File: src/rtl/draw_sched_pkg.sv
// draw_sched_pkg: shared states, sprite constants and position record for the tank draw scheduler
package draw_sched_pkg;
  typedef enum logic [1:0] {IDLE, ERASE, DRAW, DONE} state_t;
  localparam int SPRITE_PIXELS = 60;
  localparam logic [1:0] DIR_UP = 2'd0, DIR_DOWN = 2'd1, DIR_LEFT = 2'd2, DIR_RIGHT = 2'd3;
  localparam logic OP_MOVE = 1'b0, OP_REMOVE = 1'b1;
  typedef struct packed {
    logic [7:0] x;
    logic [6:0] y;
    logic [1:0] dir;
  } pos_t;
endpackage

File: src/rtl/rr_arbiter.sv
// rr_arbiter: picks the first requester at or after ptr, as one-hot grant and binary index
module rr_arbiter #(
  parameter int NUM_REQ = 2,
  parameter int IW = 1
) (
  input  logic [NUM_REQ-1:0] req,
  input  logic [IW-1:0]      ptr,
  output logic [NUM_REQ-1:0] grant,
  output logic [IW-1:0]      idx,
  output logic               any
);
  always_comb begin
    grant = '0;
    idx = '0;
    for (int k = NUM_REQ - 1; k >= 0; k--) begin
      if (req[(int'(ptr) + k) % NUM_REQ]) begin
        grant = '0;
        grant[(int'(ptr) + k) % NUM_REQ] = 1'b1;
        idx = IW'((int'(ptr) + k) % NUM_REQ);
      end
    end
  end
  assign any = |req;
endmodule

File: src/rtl/tank_draw_scheduler.sv
// tank_draw_scheduler: shares one tank-sprite draw engine between requesters (erase-before-draw when TANK_DRAW_SCHED_ERASE_EN is defined)
module tank_draw_scheduler
  import draw_sched_pkg::*;
#(
  parameter int NUM_REQ = 2,
  parameter int COLOR_W = 3,
  parameter logic [COLOR_W-1:0] BG_COLOR = '0
) (
  input  logic                       clk,
  input  logic                       reset,
  input  logic [NUM_REQ-1:0]         req,
  input  logic [NUM_REQ-1:0]         req_op,
  input  logic [8*NUM_REQ-1:0]       req_xpos,
  input  logic [7*NUM_REQ-1:0]       req_ypos,
  input  logic [2*NUM_REQ-1:0]       req_dir,
  input  logic [COLOR_W*NUM_REQ-1:0] req_color,
  output logic [NUM_REQ-1:0]         ack,
  output logic                       busy,
  output logic [7:0]                 eng_xpos,
  output logic [6:0]                 eng_ypos,
  output logic [1:0]                 eng_dir,
  output logic                       eng_enable,
  input  logic                       eng_finish,
  output logic                       plot,
  output logic [COLOR_W-1:0]         color
);
  localparam int IW = NUM_REQ > 1 ? $clog2(NUM_REQ) : 1;
  state_t state_q, state_d;
  logic [IW-1:0] ptr_q, ptr_d;
  logic [NUM_REQ-1:0] gnt_q, gnt_d;
  logic op_q, op_d;
  pos_t snap_q, snap_d, eng_pos;
  logic [COLOR_W-1:0] col_q, col_d;
  logic [NUM_REQ-1:0] grant;
  logic [IW-1:0] idx;
  logic any;
`ifdef TANK_DRAW_SCHED_ERASE_EN
  logic [IW-1:0] w_q, w_d;
  pos_t [NUM_REQ-1:0] sh_q, sh_d;
  logic [NUM_REQ-1:0] vld_q, vld_d;
`endif
  rr_arbiter #(.NUM_REQ(NUM_REQ), .IW(IW)) u_arb (
    .req(req), .ptr(ptr_q), .grant(grant), .idx(idx), .any(any)
  );
  always_comb begin
    state_d = state_q;
    ptr_d = ptr_q;
    gnt_d = gnt_q;
    op_d = op_q;
    snap_d = snap_q;
    col_d = col_q;
`ifdef TANK_DRAW_SCHED_ERASE_EN
    w_d = w_q;
    sh_d = sh_q;
    vld_d = vld_q;
`endif
    case (state_q)
      IDLE: if (any) begin
        gnt_d = grant;
        op_d = req_op[idx];
        snap_d = '{x: req_xpos[8*int'(idx) +: 8], y: req_ypos[7*int'(idx) +: 7], dir: req_dir[2*int'(idx) +: 2]};
        col_d = req_color[COLOR_W*int'(idx) +: COLOR_W];
        ptr_d = (idx == IW'(NUM_REQ - 1)) ? '0 : idx + 1'b1;
`ifdef TANK_DRAW_SCHED_ERASE_EN
        w_d = idx;
        state_d = vld_q[idx] ? ERASE : (req_op[idx] == OP_MOVE ? DRAW : DONE);
`else
        state_d = req_op[idx] == OP_MOVE ? DRAW : DONE;
`endif
      end
      ERASE: if (eng_finish) state_d = op_q == OP_MOVE ? DRAW : DONE;
      DRAW: if (eng_finish) state_d = DONE;
      default: begin
        state_d = IDLE;
`ifdef TANK_DRAW_SCHED_ERASE_EN
        if (op_q == OP_MOVE) sh_d[w_q] = snap_q;
        vld_d[w_q] = op_q == OP_MOVE;
`endif
      end
    endcase
  end
  always_ff @(posedge clk or posedge reset) begin
    if (reset) begin
      state_q <= IDLE;
      ptr_q <= '0;
      gnt_q <= '0;
      op_q <= OP_MOVE;
      snap_q <= '0;
      col_q <= '0;
`ifdef TANK_DRAW_SCHED_ERASE_EN
      w_q <= '0;
      sh_q <= '0;
      vld_q <= '0;
`endif
    end else begin
      state_q <= state_d;
      ptr_q <= ptr_d;
      gnt_q <= gnt_d;
      op_q <= op_d;
      snap_q <= snap_d;
      col_q <= col_d;
`ifdef TANK_DRAW_SCHED_ERASE_EN
      w_q <= w_d;
      sh_q <= sh_d;
      vld_q <= vld_d;
`endif
    end
  end
  assign busy = state_q != IDLE;
  assign eng_enable = state_q == ERASE || state_q == DRAW;
  assign plot = eng_enable;
  assign ack = state_q == DONE ? gnt_q : '0;
`ifdef TANK_DRAW_SCHED_ERASE_EN
  assign eng_pos = state_q == ERASE ? sh_q[w_q] : snap_q;
  assign color = state_q == ERASE ? BG_COLOR : col_q;
`else
  assign eng_pos = snap_q;
  assign color = col_q;
`endif
  assign eng_xpos = eng_pos.x;
  assign eng_ypos = eng_pos.y;
  assign eng_dir = eng_pos.dir;
endmodule

File: config.mk
export PLATFORM = sky130hd
export DESIGN_NAME = tank_draw_scheduler
export DESIGN_NICKNAME = d
export VERILOG_FILES = /design/src/rtl/draw_sched_pkg.sv /design/src/rtl/rr_arbiter.sv /design/src/rtl/tank_draw_scheduler.sv
export SDC_FILE = /design/constraint.sdc
export NUM_CORES = 1
export LEC_CHECK = 0
export BUFFER_PORTS_ARGS = -buffer_cell sky130_fd_sc_hd__buf_2
export CAP_MARGIN = 5
export CORE_MARGIN = 4
export CORE_UTILIZATION = 30
export DETAILED_ROUTE_END_ITERATION = 8
export HOLD_SLACK_MARGIN = 0.02
export PLACE_DENSITY_LB_ADDON = 0.1
export SYNTH_ARGS = -nofsm -noshare
export SYNTH_HDL_FRONTEND = slang
export SYNTH_SLANG_ARGS = --single-unit
File: constraint.sdc
create_clock -name clk -period 1.8 [get_ports clk]
set_input_delay 0.54 -clock clk [delete_from_list [all_inputs] [get_ports clk]]
set_output_delay 0.54 -clock clk [all_outputs]
set_load 0.02 [all_outputs]
# Word-level counts from Yosys, hierarchy flattened
# Cells that the tools add are included.
dict set report totals {
  wordCells 59
  input_bits 47
  regBits 26
}
dict set report classes {
  magnitude_cmp 5
  add_sub_neg 2
  muxes 23
  reduce_logical 8
  n_bitwise 1
  shifts 4
  n_eq_ne 6
  multipliers 2
}
# operator n
set op_table {}
lappend op_table {{$shiftx A16 B5 Y8} 1}
lappend op_table {{$mux W1} 14}
lappend op_table {{$shiftx A14 B5 Y7} 1}
lappend op_table {{$mux W2} 6}
lappend op_table {{$ne A2 B2 Y1 const B} 3}
lappend op_table {{$pmux W2 S3} 1}
lappend op_table {{$shiftx A6 B4 Y3} 1}
lappend op_table {{$eq A2 B2 Y1 const B} 2}
lappend op_table {{$lt A1 B2 Y1 const B} 2}
lappend op_table {{$mul A3 B1 Y4 const A} 1}
lappend op_table {{$shiftx A4 B3 Y2} 1}
lappend op_table {{$lt A2 B3 Y1 const B} 1}
lappend op_table {{$mul A2 B1 Y3 const A} 1}
lappend op_table {{$reduce_and A3 Y1} 1}
lappend op_table {{$add A1 B1 Y1 const B} 2}
lappend op_table {{$demux W1 S1} 2}
lappend op_table {{$eq A2 B1 Y1 const B} 1}
lappend op_table {{$ge A2 B1 Y1 const B} 1}
lappend op_table {{$logic_and A1 B1 Y1} 2}
lappend op_table {{$logic_not A2 Y1} 1}
lappend op_table {{$reduce_and A2 Y1} 1}
lappend op_table {{$reduce_bool A2 Y1} 1}
lappend op_table {{$reduce_or A2 Y1} 1}
lappend op_table {{$and A1 B1 Y1 const A} 1}
lappend op_table {{2 further kinds} 2}

# Logic depth before layout (Yosys ltp)
dict set report depth {
  depth_word 12
  mapped_depth 7
  depth_no_buf 6
}

# Hierarchy
# Synthesis repeated with hierarchy kept, for this count alone.
dict set report hier_totals {
  cells_unflattened 126
  hier_area_um2 1331.3
}
# module area_per_inst_um2 n_inst cells_per_inst
set by_module_without_submodules {}
lappend by_module_without_submodules {tank_draw_scheduler 1298.7 1 121}
lappend by_module_without_submodules {rr_arbiter 32.5 1 5}

# Worst setup path before layout
# No wires, ideal clock.
dict set report synth_timing {
  kind {reg2out}
  from {register state_q[0]}
  to {output plot}
  required_ps 1260
  setup_slack_ps 236
  t_arrival_ps 1024
  path_stages_with_launch 4
  path_buffers 1
  cell_sequence {dfrtp_1 -> inv_1 -> ha_1 -> buf_4}
}
dict set report synth_via {
  elab_chain_cells 2
}
# element line
set synth_lines {}
lappend synth_lines {{from (decl)} tank_draw_scheduler.sv:28} ;# state_t state_q, state_d;
lappend synth_lines {{from (signal assigned)} tank_draw_scheduler.sv:96} ;# state_q <= state_d;
lappend synth_lines {{$eq A2 B1 Y1 or $eq A2 B2 Y1 (tied branches)} tank_draw_scheduler.sv:110} ;# assign eng_enable = state_q == ERASE || state_q == DRAW;
lappend synth_lines {{$logic_or A1 B1 Y1 (*)} tank_draw_scheduler.sv:110}
lappend synth_lines {{to (decl)} tank_draw_scheduler.sv:24} ;# output logic plot,
# Mark *: on every way between the ends. The rest lies on a longest branch, timed or not.

# Worst setup path in the final report
dict set report layout_timing {
  from {register state_q[0]}
  to {output ack[0]}
}
dict set report layout_via {
  elab_chain_cells 2
}
# element line
set layout_lines {}
lappend layout_lines {{$eq A2 B2 Y1} tank_draw_scheduler.sv:112} ;# assign ack = state_q == DONE ? gnt_q : '0;
lappend layout_lines {{$mux W2} tank_draw_scheduler.sv:112}
lappend layout_lines {{to (decl)} tank_draw_scheduler.sv:17} ;# output logic [NUM_REQ-1:0] ack,
# No other way between the ends.

==> impl_metrics.py <==
metrics = {
    "timing": {
        "setup_violations": 0,
        "timing.hold.ws_ns": 0.317,
        "fmax_mhz": 576,
        "rsz0062_at_grt": "false",
        "tightestPinTransition_ns": 1.04,
        "setup_slack_ns": 0.0640,
        "finalCritPeriodShare": 0.964,
        "period_needed_ns": 1.74,
        "finClkSkew_ns": 0.00134,
        "relSlewSlack": 0.310,
        "slew_violations": 0,
        "tns_ns": 0,
        "hold_viol": 0,
    },
    "critical_path": {
        "cp.required_ns": 1.26,
        "cpPeakStageDelay_ns": 0.43,
        "critPathMaxFanout": 4,
        "end_kind": "output pin",
        "start_kind": "register",
        "crit_arrival_ns": 1.20,
        "crit_type": "reg -> out",
        "cp_slowest_cell": "dfrtp_1",
        "cp_cell_sequence": "ha_2 -> and2_1 -> buf_2",
    },
    "clocking": {
        "cts_made_buffers": 3,
        "cts_tree": "done",
        "clock-sinks": 26,
        "cts_buffer_depth": 2,
        "worstSkewPairLatency_ns": 0.26,
        "cts-root-buf": "clkbuf_8",
        "path_clk_slew_ns": 0.09,
        "htree_levels": 1,
        "holdBufCountCts": 0,
    },
    "final_layout": {
        "finalNetCount": 233,
        "postLayoutCoreUtil": 0.430,
        "n_antenna_cell": 0,
        "drive_gt1_frac": 0.508,
        "area_delta_synth_final_pct": 37.5,
        "fillers": 411,
        "layoutNonFillerInstCount": 229,
    },
    "global_route": {
        "grt_pass1_vias": 1179,
        "grt_start_max_net_pins": 27,
        "grt_pass1_wl_um": 5610,
        "grt.total_usage": 0.134,
        "antenna_found_initial": 0,
        "grt_overflow": 0,
    },
    "placed_design": {
        "io_buffers": 71,
        "dp.cells": 224,
        "post-place-ws_ns": -0.151,
        "dp_hpwl_um": 2580,
        "place_congestion": 0.769,
    },
    "detailed_routing": {
        "ant_nets": 0,
        "drtIter0Drc": 53,
        "via_per_inst": 4.85,
        "wl_per_cell_um": 14.9,
        "drtPass1Iterations": 4,
        "wl_um": 3420,
        "drc": 0,
        "vias": 1111,
    },
    "floorplan": {
        "ioPinCount": 72,
        "die_area_um2": 5330,
        "core_region_area_um2": 4060,
        "die_h_um": 73.0,
        "fp-row-count": 23,
        "start_util": 0.313,
        "fp.dieW_um": 73.0,
    },
    "worst_hold_path": {
        "hold_class": "in -> async",
    },
    "logic_synthesis": {
        "syn_nets": 157,
        "synthesis.area_um2": 1270,
        "synth_area_leaders": "dfrtp_1, a22o_1, a21o_1",
        "yosysSeqAreaShare": 0.513,
        "yosysUniqueCellTypes": 23,
        "synth_top_area_cell": "dfrtp_1",
        "synth_warnings": 0,
        "synth_cells": 105,
        "syn_avg_cell_area_um2": 12.1,
        "yosysTopAreaCellShare": 0.513,
        "ys_seq_elements": 26,
    },
    "power": {
        "peakVddDrop_v": 0.000639,
        "powerDensity_nw_per_um2": 1730,
        "p_leak_nw": 1.04,
    },
    "status": {
        "status": "finished, final reports clean",
    },
    "run": {
        "max_cap_violations": 0,
    },
}
-- worst paths after layout --
path                              start     endpoint  slack, ns  cells after the start
max in group asynchronous         reset  eng_xpos[1]       1.23                      3
min in group clk           req_ypos[10]  eng_ypos[3]       0.47                      2
min reg2reg                    gnt_q[1]     gnt_q[1]       0.49                      1
max reg2reg                  state_q[0]  eng_ypos[6]       0.22                      5
max                          state_q[0]       ack[0]       0.06                      3
min                               reset  eng_ypos[4]       0.32                      3
-- cells in the final DEF, fill, tap and decap left out, types with 2 or more instances in the layout --
cell type	instances
a21o_1	23
a21oi_1	2
a22o_1	21
and2_1	2
buf_2	70
buf_4	8
clkbuf_8	3
dfrtp_1	26
ha_1	3
inv_1	2
inv_2	4
nand2_1	2
nor2_1	2
-- registers in the layout, summed over array words and instances, names as in the netlist --
| name | flops |
|---|---|
| op_q | 1 |
| gnt_q | 2 |
| eng_xpos | 8 |
| eng_ypos | 7 |
| color | 3 |
| state_q | 2 |
| eng_dir | 2 |
| ptr_q | 1 |
-- stage by stage --
step	total power [W]	instance area (µm²)
floorplan	0.00222	1270
global placement	0.00262	1670
detailed placement	0.00267	1670
CTS	0.00304	1730
global route	0.00328	1740
finish	0.00302	1740
-- cell usage after synthesis --
cell type,number
inv_2,2
and2_1,2
o21ai_2,1
o21a_1,1
buf_4,3
clkbuf_1,1
o211ai_1,1
a22o_1,21
inv_1,4
a21o_1,23
nand2_1,2
dfrtp_1,26
buf_2,1
nor2_1,2
and2_4,1
a211oi_2,1
o2111ai_1,1
a21oi_1,2
buf_6,2
o32ai_2,1
ha_1,5
o21ai_0,1
mux2i_1,1
-- power by group --
| group | internal, W | total, W | switching [W] |
|---|---|---|---|
| Sequential | 0.000862 | 0.00103 | 0.000170 |
| Combinational | 0.000772 | 0.00167 | 0.000899 |
| Clock | 0.000150 | 0.000320 | 0.000171 |
-- cells by family after synthesis --
kind of cell	Yosys count	share of synthesized area
simple gates	7	0.0286
compound gates	53	0.341
flops	26	0.513
fa+ha+maj	5	0.0493
buf+inv	13	0.0601
mux	1	0.00789
-- layout make-up --
class	count	area (µm²)	share of cell area
Timing Repair Buffer	78	410	0.235
Sequential cell	26	651	0.373
Clock buffer	3	41.3	0.0237
Tap cell	50	62.6	0.0359
Inverter	6	22.5	0.0129
Multi-Input combinational cell	66	557	0.319
-- critical path, delay by kind of cell, from the launching register on --
kind / cells / cell delay [ns]
buf+inv: 1 / 0.15
fa+ha+maj: 1 / 0.20
flops: 1 / 0.43
simple gates: 1 / 0.15
-- layer usage --
metal | wire length (µm) | vias to the layer above | GRT usage
met1 | 1390 | 532 | 0.168
met4 | 17 | 0 | 0.0369
met2 | 1690 | 44 | 0.228
met3 | 323 | 2 | 0.0317
li1 | - | 533 | -
met5 | 0 | - | 0
-- repair_timing --
item                                    CTS  global route
endpoints found under the setup margin    1             7
pin swaps                                 0             0
gates resized for setup                   1             5
gates cloned                              0             0
setup buffers                             2             0
Note: power is estimated with default switching activity, not from simulation.
